===== src/rtl/sc_dec_pkg.sv =====
// Shared types and sizing helpers for the SC-decoder schedule logic.
package sc_dec_pkg;

    typedef enum logic [1:0] {
        IDLE,
        RUN,
        DONE
    } sched_state_t;

    // Width of a stage index for a code of length 2^n_bits.
    function automatic int stage_width(input int n_bits);
        return (n_bits > 1) ? $clog2(n_bits) : 1;
    endfunction

    function automatic int batch_width(input int n_bits, input int num_pe);
        int w;
        w = n_bits - 1 - $clog2(num_pe);
        return (w > 1) ? w : 1;
    endfunction

    // Cycles needed to compute stage s with num_pe processing elements.
    function automatic int batches(input int s, input int num_pe);
        return ((1 << s) > num_pe) ? ((1 << s) / num_pe) : 1;
    endfunction

endpackage


===== src/rtl/tz_encoder.sv =====
// Trailing-zero count of an n-bit value; an all-zero input maps to n-1.
module tz_encoder
    import sc_dec_pkg::*;
#(
    parameter int n = 3
) (
    input  logic [n-1:0]                value,
    output logic [stage_width(n)-1:0]   tz
);

    localparam int SW = stage_width(n);

    // NOTE: tz gets a default before the loop so no path leaves it unassigned (no latch).
    always_comb begin
        tz = SW'(n - 1);
        for (int i = n - 1; i >= 0; i--) begin
            if (value[i]) tz = SW'(i);
        end
    end

endmodule


===== src/rtl/sc_schedule_generator.sv =====
// SC-decoding traversal schedule: walks bit/stage/batch steps for one codeword per start.
module sc_schedule_generator
    import sc_dec_pkg::*;
#(
    parameter int n = 3,
    parameter int p = 1
) (
    input  logic                           clk,
    input  logic                           rst_n,
    input  logic                           start,
    input  logic                           hold,
    output logic                           sched_valid,
    output logic [n-1:0]                   bit_index,
    output logic [stage_width(n)-1:0]      stage_index,
    output logic [batch_width(n, p)-1:0]   pe_batch,
    output logic                           leaf_valid,
    output logic                           busy,
    output logic                           done
);

    localparam int SW = stage_width(n);
    localparam int BW = batch_width(n, p);
    localparam logic [SW-1:0] TOP_STAGE = SW'(n - 1);

    sched_state_t   state;
    logic           last_batch;
    logic [n-1:0]   next_bit;
    logic [SW-1:0]  next_stage;

    assign next_bit   = bit_index + n'(1);
    assign last_batch = (int'(pe_batch) == batches(int'(stage_index), p) - 1);
    assign leaf_valid = sched_valid && (stage_index == '0) && last_batch;

    // First stage of the next bit is its trailing-zero count (the g-function stage).
    tz_encoder #(.n(n)) u_tz (
        .value (next_bit),
        .tz    (next_stage)
    );

    // NOTE: all state updates use <= so every register samples pre-edge values.
    always_ff @(posedge clk) begin
        if (!rst_n) begin
            state       <= IDLE;
            sched_valid <= 1'b0;
            busy        <= 1'b0;
            done        <= 1'b0;
            bit_index   <= '0;
            stage_index <= TOP_STAGE;
            pe_batch    <= '0;
        end else begin
            case (state)
                IDLE: begin
                    done <= 1'b0;
                    if (start) begin
                        state       <= RUN;
                        sched_valid <= 1'b1;
                        busy        <= 1'b1;
                        bit_index   <= '0;
                        stage_index <= TOP_STAGE;
                        pe_batch    <= '0;
                    end
                end
                RUN: begin
                    if (!hold) begin
                        if (!last_batch) begin
                            pe_batch <= pe_batch + BW'(1);
                        end else if (stage_index != '0) begin
                            stage_index <= stage_index - SW'(1);
                            pe_batch    <= '0;
                        end else if (bit_index == {n{1'b1}}) begin
                            state       <= DONE;
                            sched_valid <= 1'b0;
                            busy        <= 1'b0;
                            done        <= 1'b1;
                            bit_index   <= '0;
                            stage_index <= TOP_STAGE;
                            pe_batch    <= '0;
                        end else begin
                            bit_index   <= next_bit;
                            stage_index <= next_stage;
                            pe_batch    <= '0;
                        end
                    end
                end
                DONE: begin
                    state <= IDLE;
                    done  <= 1'b0;
                end
                default: begin
                    state <= IDLE;
                end
            endcase
        end
    end

endmodule


===== config.mk =====
export PLATFORM = sky130hd
export DESIGN_NAME = sc_schedule_generator
export DESIGN_NICKNAME = d
export VERILOG_FILES = /design/src/rtl/sc_dec_pkg.sv /design/src/rtl/tz_encoder.sv /design/src/rtl/sc_schedule_generator.sv
export SDC_FILE = /design/constraint.sdc
export NUM_CORES = 1
export LEC_CHECK = 0
export ABC_AREA = 0
export BUFFER_PORTS_ARGS = -buffer_cell sky130_fd_sc_hd__buf_2
export CORE_AREA = 2 2 42 44
export DETAILED_ROUTE_END_ITERATION = 10
export DIE_AREA = 0 0 44 46
export MAX_ROUTING_LAYER = met4
export PLACE_DENSITY = 0.74
export SKIP_LAST_GASP = 1
export SYNTH_ARGS = -nofsm -noshare
export SYNTH_HDL_FRONTEND = slang
export SYNTH_SLANG_ARGS = --single-unit

===== constraint.sdc =====
create_clock -name clk -period 6.2 [get_ports clk]
set_clock_uncertainty 0.05 [all_clocks]
set_input_delay 0.93 -clock clk [delete_from_list [all_inputs] [get_ports clk]]
set_output_delay 0.93 -clock clk [all_outputs]
set_load 0.05 [all_outputs]

* After elaboration in Yosys (flattened, before gate mapping)
Cells that the tools add are included.
Cells by class: equal/unequal tests 9, reductions and logical operators 14, order comparisons 1, $add $sub $neg 4, shifts and indexed selects 1, mux-type cells 36
Operators with widths (number):
- == test 3 x 32 -> 1 bit | 1
- greater-than comparator 32 x 2 -> 1 bit (second input constant) | 1
- two-way mux 32 bit | 1
- << shifter 1 x 2 -> 32 bit (first input constant) | 1
- subtractor 32 x 2 -> 32 bit (second input constant) | 1
- two-way mux 2 bit | 15
- two-way mux 3 bit | 5
- AND reduction 5 bit | 3
- one-hot mux 2 bit (2 select lines) | 3
- != test 2 bit (second input constant) | 5
- two-way mux 1 bit | 9
- one-hot mux 3 bit (2 select lines) | 1
- AND reduction 6 bit | 1
- nonzero test 2 bit | 3
- logical NOT 2 bit | 2
- one-hot mux 1 bit (2 select lines) | 2
- AND reduction 4 bit | 1
- adder 3 x 1 -> 3 bit (second input constant) | 1
- == test 3 bit (second input constant) | 1
- AND reduction 3 bit | 1
- adder 2 x 1 -> 2 bit (second input constant) | 1
- == test 2 x 1 -> 1 bit (second input constant) | 1
- == test 2 bit (second input constant) | 1
- logical AND 1 bit | 2
- other kinds (2) | 2
Storage, ports and cells: bits of input ports 4, logic and storage cells 71, flip-flop bits (word level) 11, output and inout port bits 11

* Depth between registers and ports, before layout
depth after elaboration 8, mapped depth 6, gate-level depth less buffers 6

* By module
A second synthesis with hierarchy kept.
Second synthesis, totals: cells, all modules 82, area, all modules 715.7 sq um
Modules (own cells, without submodules):
- sc_schedule_generator | cells each 80, area each 698.2 sq um, instances 1, sequential area each 220.2 sq um
- tz_encoder | cells each 2, area each 17.5 sq um, instances 1, sequential area each 0.0 sq um

* Worst setup path before layout
Ideal clock, no wire load.
kind register -> output, start point register stage_index[0], end point output port leaf_valid, required time 5.220 ns, stages on the path, launching flop included 6, path buffers 0, path slack 2.854 ns, arrival time 2.366 ns, path through dfxtp_1 > or2b_2 > ha_1 > xor2_2 > nand2_2 > nor2_1
Between the ends: cells in the longest elaborated chain, start to end 6, elaborated cells on any way between the ends 8, those cells by class add/sub (1); order compare (1); eq/ne (1); shift (1); mux (1); reduce/logical (3)
Ends and longest elaborated chain:
- from (decl) | RTL line sc_schedule_generator.sv:14 | output logic [stage_width(n)-1:0] stage_index,
- from (signal assigned) | RTL line sc_schedule_generator.sv:68 | stage_index <= stage_index - SW'(1);
- from (signal assigned) | RTL line sc_schedule_generator.sv:80 | stage_index <= next_stage;
- << shifter 1 x 2 -> 32 bit | RTL line sc_dec_pkg.sv:23 | return ((1 << s) > num_pe) ? ((1 << s) / num_pe) : 1;
- greater-than comparator 32 x 2 -> 1 bit | RTL line sc_dec_pkg.sv:23
- two-way mux 32 bit | RTL line sc_dec_pkg.sv:23
- subtractor 32 x 2 -> 32 bit | RTL line sc_schedule_generator.sv:31 | assign last_batch = (int'(pe_batch) == batches(int'(stage_index), p) - 1);
- == test 3 x 32 -> 1 bit | RTL line sc_schedule_generator.sv:31
- logical AND 1 bit (*) | RTL line sc_schedule_generator.sv:32 | assign leaf_valid = sched_valid && (stage_index == '0) && last_batch;
- to (decl) | RTL line sc_schedule_generator.sv:16 | output logic leaf_valid,
Mark *: on every way between the ends. The rest lies on a longest branch, timed or not.

* Worst setup path after layout
Same ends and word-level chain as after synthesis.

==> results.sh <==
export IMPL_status="completed"
export IMPL_io_buffer_count=14
export IMPL_die_w_um=44
export IMPL_yosysWarnings=0
export IMPL_power_density_mw_per_mm2=189
export IMPL_min_period_over_period=0.499
export IMPL_n_fill_cell=168
export IMPL_ys_seq_elements=11
export IMPL_die_area_mm2=0.00202
export IMPL_gp_congestion=0.749
export IMPL_worstSetupPathType="reg2out"
export IMPL_synth_top_cell_area_share=0.332
export IMPL_crit_fanout=10
export IMPL_wire_per_inst_um=11.8
export IMPL_leakagePower_nw=0.336
export IMPL_worstPathArrival_ns=2.11
export IMPL_gr_usage_all_layers=0.149
export IMPL_fmax_mhz=323
export IMPL_cpPeakStageDelay_ns=0.50
export IMPL_vias=579
export IMPL_postCtsSetupRepairBufs=0
export IMPL_root_buffer="clkbuf_4"
export IMPL_holdCritPathClass="reg2reg"
export IMPL_r2r_start="stage_index[0]"
export IMPL_clk_latency_ns=0.27
export IMPL_cap_violations=0
export IMPL_syn_area_um2=663
export IMPL_cp_cell_sequence="or2b_2, ha_1, xor2_2, nand2_2, nor2_1, buf_2"
export IMPL_cts_hold_buf=0
export IMPL_cp_end_kind="primary output"
export IMPL_via_per_inst=5.51
export IMPL_numCtsBuffers=3
export IMPL_finalSetupViolations=0
export IMPL_cp_slowest_cell="dfxtp_1"
export IMPL_fin_crit_ns=3.09
export IMPL_dp_cells=101
export IMPL_start_kind="flop"
export IMPL_rows=15
export IMPL_synthTopCellsByCount="11 x dfxtp_1, 7 x nor2_1, 5 x inv_1"
export IMPL_first_pass_iters=4
export IMPL_drcViolationCount=0
export IMPL_synth_area_leaders="dfxtp_1 33%, ha_1 7.5%, nor2_1 4.0%"
export IMPL_critPathLaunch="stage_index[0]"
export IMPL_worstMarginPinSlew_ns=0.309
export IMPL_h_tree_depth=1
export IMPL_post_synth_top_count_cell="dfxtp_1"
export IMPL_core_area_mm2=0.00161
export IMPL_placed_cell_area_um2=743
export IMPL_clk_path_buf_depth=2
export IMPL_slew_viol_final=0
export IMPL_cts_tree="done"
export IMPL_cts_sinks=11
export IMPL_fin_area_um2=769
export IMPL_syn_to_final_growth_pct=16.0
export IMPL_tns_ns=0
export IMPL_synthFlopType="dfxtp_1"
export IMPL_grt_pass1_vias=468
export IMPL_hold_start="bit_index[2]"
export IMPL_slew_headroom=0.794
export IMPL_yosysSeqAreaShare=0.332
export IMPL_seq_area_um2=220
export IMPL_gr_total_overflow=0
export IMPL_synth_edf_count=0
export IMPL_grt_pass1_wl_um=2060
export IMPL_ys_types=40
export IMPL_worstPathRequired_ns=5.22
export IMPL_synthesis_nets=80
export IMPL_start_util=0.411
export IMPL_synth_avg_cell_area_um2=9.21
export IMPL_final_antenna_net_count=0
export IMPL_post_dp_hpwl_um=928
export IMPL_multi_input_area_um2=413
export IMPL_cpLargestDelayFamily="simple AND/OR/NAND/NOR gates"
export IMPL_grt_max_degree=11
export IMPL_wirelength_um=1240
export IMPL_finalHoldViolCount=0
export IMPL_clkTransAtPathRegs_ns=0.07
export IMPL_fin_cells=105
export IMPL_fin_nets=97
export IMPL_critPathBufInv=1
export IMPL_antennaDiodeCount=0
export IMPL_rsz0062_at_grt="false"
export IMPL_synthCells=72
export IMPL_first_iter_violations=11
export IMPL_pin_count=15
export IMPL_die_height_um=46
export IMPL_cts_resized=0
export IMPL_drive_gt1_frac=0.284
export IMPL_antenna_found_initial=0
export IMPL_async_reset_ff_frac=0
export IMPL_ir_worst_vdd_uv=109
export IMPL_synth_top_cell_by_area="dfxtp_1"
-- cell usage in the layout (no fill, tap or decap), types with 2 or more instances in the layout --
cell type and count:
buf_2 14, dfxtp_1 11, nor2_1 7, inv_1 5, nand2b_1 4, a21oi_1 4
ha_1 4, clkbuf_4 3, a21o_1 2, o21ai_0 2, nor3_1 2
-- where the power goes --
group | internal [mW] | switching, mW | leakage (nW)
Clock | 0.0250 | 0.0255 | 0.0150
Combinational | 0.00654 | 0.0135 | 0.232
Sequential | 0.0723 | 0.00248 | 0.0894
-- final timing paths --
check | slack (ns) | end | cells past startpoint
hold reg to reg | 0.43 | bit_index[2] | 2
hold / removal | 0.43 | bit_index[2] | 2
setup reg to reg | 3.88 | stage_index[0] | 6
setup / recovery | 3.11 | leaf_valid | 6
-- tightest hold or removal path: cells and delay by family (launching register included) --
family | cells | cell delay, ns
AO/OA/AOI/OAI | 1 | 0.05
flip-flops | 1 | 0.33
buffers and inverters | 1 | 0.06
-- flip-flops by register name, summed over array words and instances (netlist names) --
signal / count
stage_index: 2
bit_index: 3
pe_batch: 2
done: 1
busy: 1
state: 2
-- stage by stage --
stage               utilization  power, mW  setup WS [ns]  hold WS, ns
floorplan                     -     0.0918           2.85        0.433
global placement          0.460     0.0961           3.43        0.407
detailed placement        0.460     0.0965           3.39        0.419
CTS                       0.477      0.146           3.09        0.429
global route              0.477      0.152           2.97        0.449
finish                    0.477      0.145           3.11        0.429
-- cell families (layout without fill, tap and decap cells) --
family	Yosys count	after routing	synth area share
compound gates	19	19	0.213
xor+xnor	2	2	0.0377
fa+ha+maj	4	4	0.0755
buf+inv	7	23	0.0453
flops	11	11	0.332
mux	1	1	0.0151
simple gates	28	28	0.281
-- area by class of cell --
type	instances	share of cell area
multi-input cells	54	0.537
flip-flops and latches	11	0.286
repair buffers	14	0.0911
clock buffers	4	0.0341
well taps	17	0.0276
inverters	5	0.0244
-- per-layer routing --
layer	wire length, um	GRT usage
met1	610	0.190
met2	534	0.203
met3	47	0.0238
met4	51	0.127
met5	0	-
(Power assumes the default switching activity.)
